==> src/rtl/rca_pkg.sv <==
// Shared constants and elaboration helpers for the pipelined ripple-carry add/subtract unit.
package rca_pkg;

    localparam int unsigned DEF_WIDTH = 32;
    localparam int unsigned DEF_SEG_W = 8;

    function automatic int unsigned num_stages(input int unsigned width, input int unsigned seg_w);
        return (seg_w == 0) ? 0 : width / seg_w;
    endfunction

    function automatic bit widths_legal(input int unsigned width, input int unsigned seg_w);
        return (width != 0) && (seg_w != 0) && ((width % seg_w) == 0);
    endfunction

endpackage

==> src/rtl/rca_seg.sv <==
// Combinational SEG_W-bit ripple-carry segment; one instance per pipeline stage.
module rca_seg #(
    parameter int unsigned SEG_W = 8
) (
    input  logic [SEG_W-1:0] a,
    input  logic [SEG_W-1:0] b,
    input  logic             cin,
    output logic [SEG_W-1:0] s,
    output logic             cout
);

    logic [SEG_W:0] c;

    always_comb begin
        c    = '0;
        s    = '0;
        c[0] = cin;
        for (int i = 0; i < int'(SEG_W); i++) begin
            s[i]   = a[i] ^ b[i] ^ c[i];
            c[i+1] = (a[i] & b[i]) | (c[i] & (a[i] ^ b[i]));
        end
    end

    assign cout = c[SEG_W];

endmodule

==> src/rtl/rca_pipe_addsub.sv <==
// Pipelined add/subtract: one SEG_W-bit ripple segment per stage, registered carries between
// stages, valid/ready at both ends with per-stage bubble-collapsing back-pressure.
module rca_pipe_addsub
    import rca_pkg::*;
#(
    parameter int unsigned WIDTH = DEF_WIDTH,
    parameter int unsigned SEG_W = DEF_SEG_W
) (
    input  logic             clk,
    input  logic             rst,
    input  logic             in_valid,
    output logic             in_ready,
    input  logic [WIDTH-1:0] a,
    input  logic [WIDTH-1:0] b,
    input  logic             carry_in,
    input  logic             sub,
    output logic             out_valid,
    input  logic             out_ready,
    output logic [WIDTH-1:0] s,
    output logic             carry_out,
    output logic             overflow
);

    localparam int unsigned NSTAGE = num_stages(WIDTH, SEG_W);

    if (!widths_legal(WIDTH, SEG_W)) begin : g_bad_width
        $error("rca_pipe_addsub: WIDTH must be a non-zero multiple of SEG_W");
    end

    logic [NSTAGE:0]   adv;
    logic [NSTAGE-1:0] v_w;
    logic [NSTAGE-1:0] c_w;
    logic [WIDTH-1:0]  res_w [NSTAGE];
    logic [WIDTH-1:0]  a_w   [NSTAGE];
    logic [WIDTH-1:0]  b_w   [NSTAGE];
    logic [WIDTH-1:0]  b_eff;

    assign b_eff = sub ? ~b : b;

    // A stage may load when it is empty or its successor is moving.
    always_comb begin
        adv         = '0;
        adv[NSTAGE] = out_ready;
        for (int k = int'(NSTAGE) - 1; k >= 0; k--) begin
            adv[k] = !v_w[k] || adv[k+1];
        end
    end

    assign in_ready  = adv[0] && rst;
    assign out_valid = v_w[NSTAGE-1];
    assign s         = res_w[NSTAGE-1];
    assign carry_out = c_w[NSTAGE-1];

    for (genvar k = 0; k < int'(NSTAGE); k++) begin : g_stage
        logic             v_in;
        logic             ci;
        logic [WIDTH-1:0] res_in;
        logic [WIDTH-1:0] a_in;
        logic [WIDTH-1:0] b_in;
        logic [SEG_W-1:0] sum;
        logic             co;
        logic             ld;
        logic             v_q;
        logic             c_q;
        logic [WIDTH-1:0] res_q;
        logic [WIDTH-1:0] a_q;
        logic [WIDTH-1:0] b_q;

        if (k == 0) begin : g_first
            assign v_in   = in_valid;
            assign ci     = carry_in;
            assign res_in = '0;
            assign a_in   = a;
            assign b_in   = b_eff;
        end else begin : g_next
            assign v_in   = v_w[k-1];
            assign ci     = c_w[k-1];
            assign res_in = res_w[k-1];
            assign a_in   = a_w[k-1];
            assign b_in   = b_w[k-1];
        end

        rca_seg #(.SEG_W(SEG_W)) u_seg (
            .a    (a_in[k*SEG_W +: SEG_W]),
            .b    (b_in[k*SEG_W +: SEG_W]),
            .cin  (ci),
            .s    (sum),
            .cout (co)
        );

        assign ld = adv[k] && v_in;

        // Stage register: valid follows the handshake, payload only loads with a real beat.
        always_ff @(posedge clk or negedge rst) begin
            if (!rst) begin
                v_q   <= 1'b0;
                c_q   <= 1'b0;
                res_q <= '0;
                a_q   <= '0;
                b_q   <= '0;
            end else begin
                if (adv[k]) begin
                    v_q <= v_in;
                end
                if (ld) begin
                    res_q                   <= res_in;
                    res_q[k*SEG_W +: SEG_W] <= sum;
                    c_q                     <= co;
                    a_q                     <= a_in;
                    b_q                     <= b_in;
                end
            end
        end

        assign v_w[k]   = v_q;
        assign c_w[k]   = c_q;
        assign res_w[k] = res_q;
        assign a_w[k]   = a_q;
        assign b_w[k]   = b_q;

        if (k == int'(NSTAGE) - 1) begin : g_last
            logic ovf_q;

            // Signed overflow resolves in the top segment, so it is registered alongside it.
            always_ff @(posedge clk or negedge rst) begin
                if (!rst) begin
                    ovf_q <= 1'b0;
                end else if (ld) begin
                    ovf_q <= (a_in[WIDTH-1] == b_in[WIDTH-1]) && (sum[SEG_W-1] != a_in[WIDTH-1]);
                end
            end

            assign overflow = ovf_q;
        end
    end

endmodule

==> config.mk <==
export PLATFORM = sky130hd
export DESIGN_NAME = rca_pipe_addsub
export DESIGN_NICKNAME = d
export VERILOG_FILES = /design/src/rtl/rca_pkg.sv /design/src/rtl/rca_seg.sv /design/src/rtl/rca_pipe_addsub.sv
export SDC_FILE = /design/constraint.sdc
export NUM_CORES = 1
export LEC_CHECK = 0
export ABC_CLOCK_PERIOD_IN_PS = 4700
export BUFFER_PORTS_ARGS = -buffer_cell sky130_fd_sc_hd__buf_4
export CORE_ASPECT_RATIO = 0.6
export CORE_MARGIN = 1.5
export CORE_UTILIZATION = 60
export CTS_BUF_LIST = sky130_fd_sc_hd__clkbuf_4 sky130_fd_sc_hd__clkbuf_8
export DETAILED_ROUTE_END_ITERATION = 10
export PLACE_DENSITY_LB_ADDON = 0.12
export SKIP_LAST_GASP = 1
export SYNTH_ARGS = -nofsm -noshare
export SYNTH_HDL_FRONTEND = slang
export SYNTH_SLANG_ARGS = --single-unit
==> constraint.sdc <==
create_clock -name clk -period 4.7 [get_ports clk]
set_input_delay 0.94 -clock clk [delete_from_list [all_inputs] [get_ports clk]]
set_output_delay 0.94 -clock clk [all_outputs]
set_load 0.02 [all_outputs]
# Yosys cells after proc, flatten, opt, wreduce, memory -nomap -nowiden
# Cells that the tools add are included.
# classes
add_sub_neg	0
reduce_logical	14
shifts	0
n_lt_le_gt_ge	0
muxes	1
n_mul	0
eq_ne	2
n_div	0
bitwise	161
# op_table
operator	n
$and A1 B1 Y1	64
$xor A1 B1 Y1	64
$mux W32	1
$not A32 Y32	1
$or A1 B1 Y1	32
$logic_and A1 B1 Y1	6
$logic_not A1 Y1	4
$logic_or A1 B1 Y1	4
$eq A1 B1 Y1	1
$ne A1 B1 Y1	1
# totals
n_memories	0
regBits	281
latch_bits	0
ramBits	0
romBits	0

# Longest topological paths before layout
# depth
word_depth	19
mapped_depth	15

# Cells and area by module
# From an unflattened synthesis, not the netlist that was laid out.
# unflattened
hier_cells	509
hier_area_um2	8096.5
# modules_own_cells
module	area_per_inst_um2	cells_each	seq_area_each_um2	instances
rca_pipe_addsub	7305.8	437	4629.4	1
rca_seg	197.7	18	0.0	4

# Worst setup path after synthesis
# No wires, ideal clock.
# synth_path
path_type	input-to-reg
startpoint	input sub
endpoint	register g_stage[0].res_q[7]
slack_ps	-180
path_stages	15
t_arrival_ps	4753
t_required_ps	4573
path_cell_list	clkbuf_1 -> buf_2 -> xnor2_1 -> fa_1 -> inv_1 -> fa_1 -> inv_1 -> fa_1 -> fa_1 -> fa_1 -> fa_1 -> fa_1 -> inv_1 -> fa_1 -> mux2_1
# synth_via
elab_chain_cells	17
elab_cells_between_ends	31
classes_between	mux: 1; bitwise: 30
# synth_lines
element	line_no	source
from (decl)	rca_pipe_addsub.sv:16	input logic sub,
$mux W32 (*)	rca_pipe_addsub.sv:38	assign b_eff = sub ? ~b : b;
$xor A1 B1 Y1	rca_seg.sv:20	c[i+1] = (a[i] & b[i]) | (c[i] & (a[i] ^ b[i]));
$and A1 B1 Y1	rca_seg.sv:20	
$or A1 B1 Y1	rca_seg.sv:20	
$and A1 B1 Y1	rca_seg.sv:20	
$or A1 B1 Y1	rca_seg.sv:20	
$and A1 B1 Y1	rca_seg.sv:20	
$or A1 B1 Y1	rca_seg.sv:20	
(+2 left out)	n/a	
$and A1 B1 Y1	rca_seg.sv:20	
$or A1 B1 Y1	rca_seg.sv:20	
$and A1 B1 Y1	rca_seg.sv:20	
$or A1 B1 Y1	rca_seg.sv:20	
$and A1 B1 Y1	rca_seg.sv:20	
$or A1 B1 Y1	rca_seg.sv:20	
$xor A1 B1 Y1 (*)	rca_seg.sv:19	s[i] = a[i] ^ b[i] ^ c[i];
via g_stage[0].sum[7]	rca_pipe_addsub.sv:60	logic [SEG_W-1:0] sum;
to (signal assigned)	rca_pipe_addsub.sv:106	res_q <= res_in;
to (signal, indexed assignment)	rca_pipe_addsub.sv:107	res_q[k*SEG_W +: SEG_W] <= sum;
to (decl)	rca_pipe_addsub.sv:65	logic [WIDTH-1:0] res_q;
# Mark *: on every way through the listed nets, which the timed path passes. The rest lies on a longest branch.
# A chain may end at the register's enable or synchronous reset.

# Worst setup path after layout
# Same ends and word-level chain as after synthesis.

==> results.md <==
* **run status** finished, final reports clean
* **count of hold buffers inserted by post-cts repair** 0
* **number of iterations in the first detailed-routing pass** 4
* **total power draw** 0.00530 W
* **floorplan die height** 92.4 um
* **horizontal die dimension** 152 um
* **path depth of the worst reg2reg path** 14
* **cell with the largest stage delay on the worst path** fa_1
* **category of the worst setup path launch point** input pin
* **starting density of the core** 61.9%
* **Routed WL per cell** 17.2 um
* **Placement Rows** 32
* **Overflow after GRT** 0
* **largest area contributor in the netlist** dfrtp_1
* **Sw Ratio** 31.9%
* **detailed placement HPWL** 9.42 mm
* **Setup WS pre-CTS** -51.9 ps
* **IR Drop Worst-Case VDD** 283 uV
* **number of setup violations in the final report** 0
* **count of fill cells added during filler insertion** 891
* **source of the critical timing path** sub
* **sinks on the clock net** 185
* **clock power share** 19.8%
* **Yosys warnings** 0
* **RD Place Congestion** 0.750
* **synthesized netlist net count** 618
* **WP data required** 5030 ps
* **largest net degree at the start of global routing** 74
* **cell chain of the critical path** buf_4, xnor2_1, fa_1, inv_1, fa_1, inv_1, fa_1, fa_2, fa_1, fa_1, fa_1, inv_1, fa_1, mux2_1
* **endpoint arrival time on the critical path** 4580 ps
* **number of logic stages on the critical path including buffering** 14
* **area of the multi-input gates** 3060 sq um
* **final core occ** 72.0%
* **maximum cell stage delay along the critical path** 400 ps
* **post-route setup slack** 448 ps
* **initial antenna violation count** 0
* **areal power density over the cells** 569 nW/um^2
* **Setup Skew** 16.6 ps
* **Crit. End Element** flop
* **vias in the first global route** 4691
* **internal power of the cells** 0.00361 W
* **area of the placeable core** 12900 sq um
* **clock tree root driver cell** clkbuf_8
* **number of CTS-inserted buffers** 17
* **Total Wirelength** 13.9 mm
* **class of the worst hold path** input pin to async pin
* **FF+latch count, synth** 185
* **CTS-repair resized insts** 0
* **power share of the sequential group** 47.7%
* **largest driver fanout on the critical path** 2
* **minimum clock period after layout** 4250 ps
* **fraction of final layout cells with drive strength greater than 1** 45.8%
* **worst slew margin relative to its limit** 21.1%
* **DRC viols** 0
* **wire length of the first global-routing pass** 23.5 mm
* **area share of the largest cell type after synthesis** 57.9%
* **number of primary I/O pins** 106
* **leakage** 4.29 nW
* **setup repair after global routing missed its margin** no
* **max-slew violation count** 0
* **reg-to-reg setup timing slack** 640 ps
* **post-DR vias/cell** 5.25
* **worst flop-to-flop path startpoint** g_stage[2].c_q
* **CP Capture Point** g_stage[0].res_q[7]
* **worst reg2reg path endpoint** overflow
* **placed insts** 775
* **number of antenna repair diodes** 0
* **Synth area leaders** dfrtp_1 58%, mux2_2 20%, fa_1 8.0%
* **post-synthesis to final-layout area growth** 16.4%
* **maximum buffer depth of the clock tree** 2
* **Vias** 4229
* **Crit path top cell by count** fa_1
* **sum of buffers and inverters on the critical path** 4
* **post-layout instance count excluding filler cells** 806
* **count of max-cap constraint violations** 0
* **Synth Instances** 515
* **switching power** 0.00169 W
* **Max Fclk** 235 MHz
* **clock insertion delay at the later pin of the skew report** 450 ps
* **share of total power in combinational logic** 32.6%
* **Routed Antenna Nets** 0
* **Final Cycle Share** 90.5%
* **final net count** 727
* **Distinct cells, synth** 24
* **clock slew at reported path FFs** 90 ps
* **maximum level of the CTS H-tree** 4
* **TritonCTS clock tree** yes
* **Mean Syn Cell Area** 15.5 sq um
* **final hold violations** 0
* **GR Util All Layers** 21.6%
* **Die Outline Area** 14100 sq um
* **area of all sequential standard cells** 4630 sq um
* **drt first-iter violations** 174
* **fraction of the yosys area taken by sequential cells** 57.9%
* **post-synthesis instance area** 8000 sq um
* **kind of cell with the highest combined delay on the critical path** adder cells
* **Port Buffers** 105
* **transition at the pin with the smallest max-transition slack** 1180 ps
* **post-CTS setup buffer count** 0
* **worst setup path category** input pin to flop
[power groups by stage]
| stage | combinational, W | clock, W | sequential (W) |
|---|---|---|---|
| 3_3_place_gp | 0.00167 | 0 | 0.00253 |
| 5_1_grt | 0.00191 | 0.00114 | 0.00261 |
| 3_5_place_dp | 0.00175 | 0 | 0.00256 |
| 6_report | 0.00173 | 0.00105 | 0.00253 |
| 2_1_floorplan | 0.00100 | 0 | 0.00265 |
| 4_1_cts | 0.00175 | 0.00107 | 0.00253 |
[state kept, by name (all words and copies together) (netlist names)]
register / cells
g_stage.a_q: 48
g_stage.b_q: 48
g_stage.res_q: 48
s: 32
g_stage.c_q: 3
g_stage.v_q: 3
carry_out: 1
out_valid: 1
overflow: 1
[final cells by class]
type                    count  area share [%]
clock inverters            13            1.57
multi-input cells         262            32.9
clock buffers              18            2.59
well taps                 170            2.28
flip-flops and latches    185            49.7
repair buffers            112            9.09
inverters                  46            1.85
[worst register-to-register path: cells and delay by family (launching register included)]
kind	cells	cell delay (ps)
DFF	1	410
AOI/OAI and AO/OA	1	170
and+or+nand+nor	1	90
buffers and inverters	3	220
adders and majority gates	8	2950
xor gates and xnor gates	1	150
[cells in the mapped netlist]
master / number
nor2b_1: 1
o21ai_2: 1
mux2i_1: 17
dfrtp_1: 185
fa_1: 32
buf_4: 3
mux2_1: 22
nand3b_2: 1
buf_8: 1
buf_6: 4
o2bb2ai_1: 1
nand4b_1: 1
mux2_2: 141
buf_2: 13
clkbuf_1: 1
nand2_1: 4
nand2b_1: 4
ha_1: 1
inv_1: 46
or2_2: 1
xnor2_1: 9
nand3_1: 1
nor2_1: 1
xor2_1: 24
[cells by family after synthesis]
kind of cell,synth area share (%)
simple gates,1.02
compound gates,0.219
flops,57.9
fa+ha+maj,8.16
buf+inv,4.05
mux,25.1
xor+xnor,3.61
[layout by cell type, fill, tap and decap left out, types with 9 or more instances in the layout]
cell type  count
dfrtp_1      185
mux2_2       141
buf_4        111
inv_1         46
fa_1          31
xor2_1        24
mux2_1        22
clkbuf_8      18
mux2i_1       17
xnor2_1        9
[routing by layer]
| metal | track usage (%) | up-vias | routed length, um |
|---|---|---|---|
| met5 | 0 | - | 0 |
| met4 | 5.26 | 0 | 106 |
| met3 | 6.18 | 9 | 592 |
| met2 | 34.4 | 73 | 6620 |
| met1 | 29.8 | 2219 | 6560 |
| li1 | - | 1928 | - |
[worst min path at each step]
stage,from,endpoint,slack (ps),cells after the start
floorplan,g_stage[0].v_q,g_stage[1].v_q,460,1
global placement,g_stage[0].b_q[21],g_stage[0].b_q[21],470,1
detailed placement,g_stage[0].a_q[28],g_stage[0].a_q[28],480,1
CTS,rst,g_stage[0].a_q[29],410,1
global route,rst,g_stage[0].a_q[29],410,1
finish,rst,g_stage[0].a_q[30],410,1
[through the flow]
step / hold WS, ps / setup TNS, ps / instance area [sq um]
finish: 412 / 0 / 9310
global route: 408 / 0 / 9310
CTS: 408 / 0 / 9310
detailed placement: 480 / -51.9 / 8930
global placement: 471 / 0 / 8930
floorplan: 457 / 0 / 8010
No activity file was read; power rests on OpenSTA's default activity.
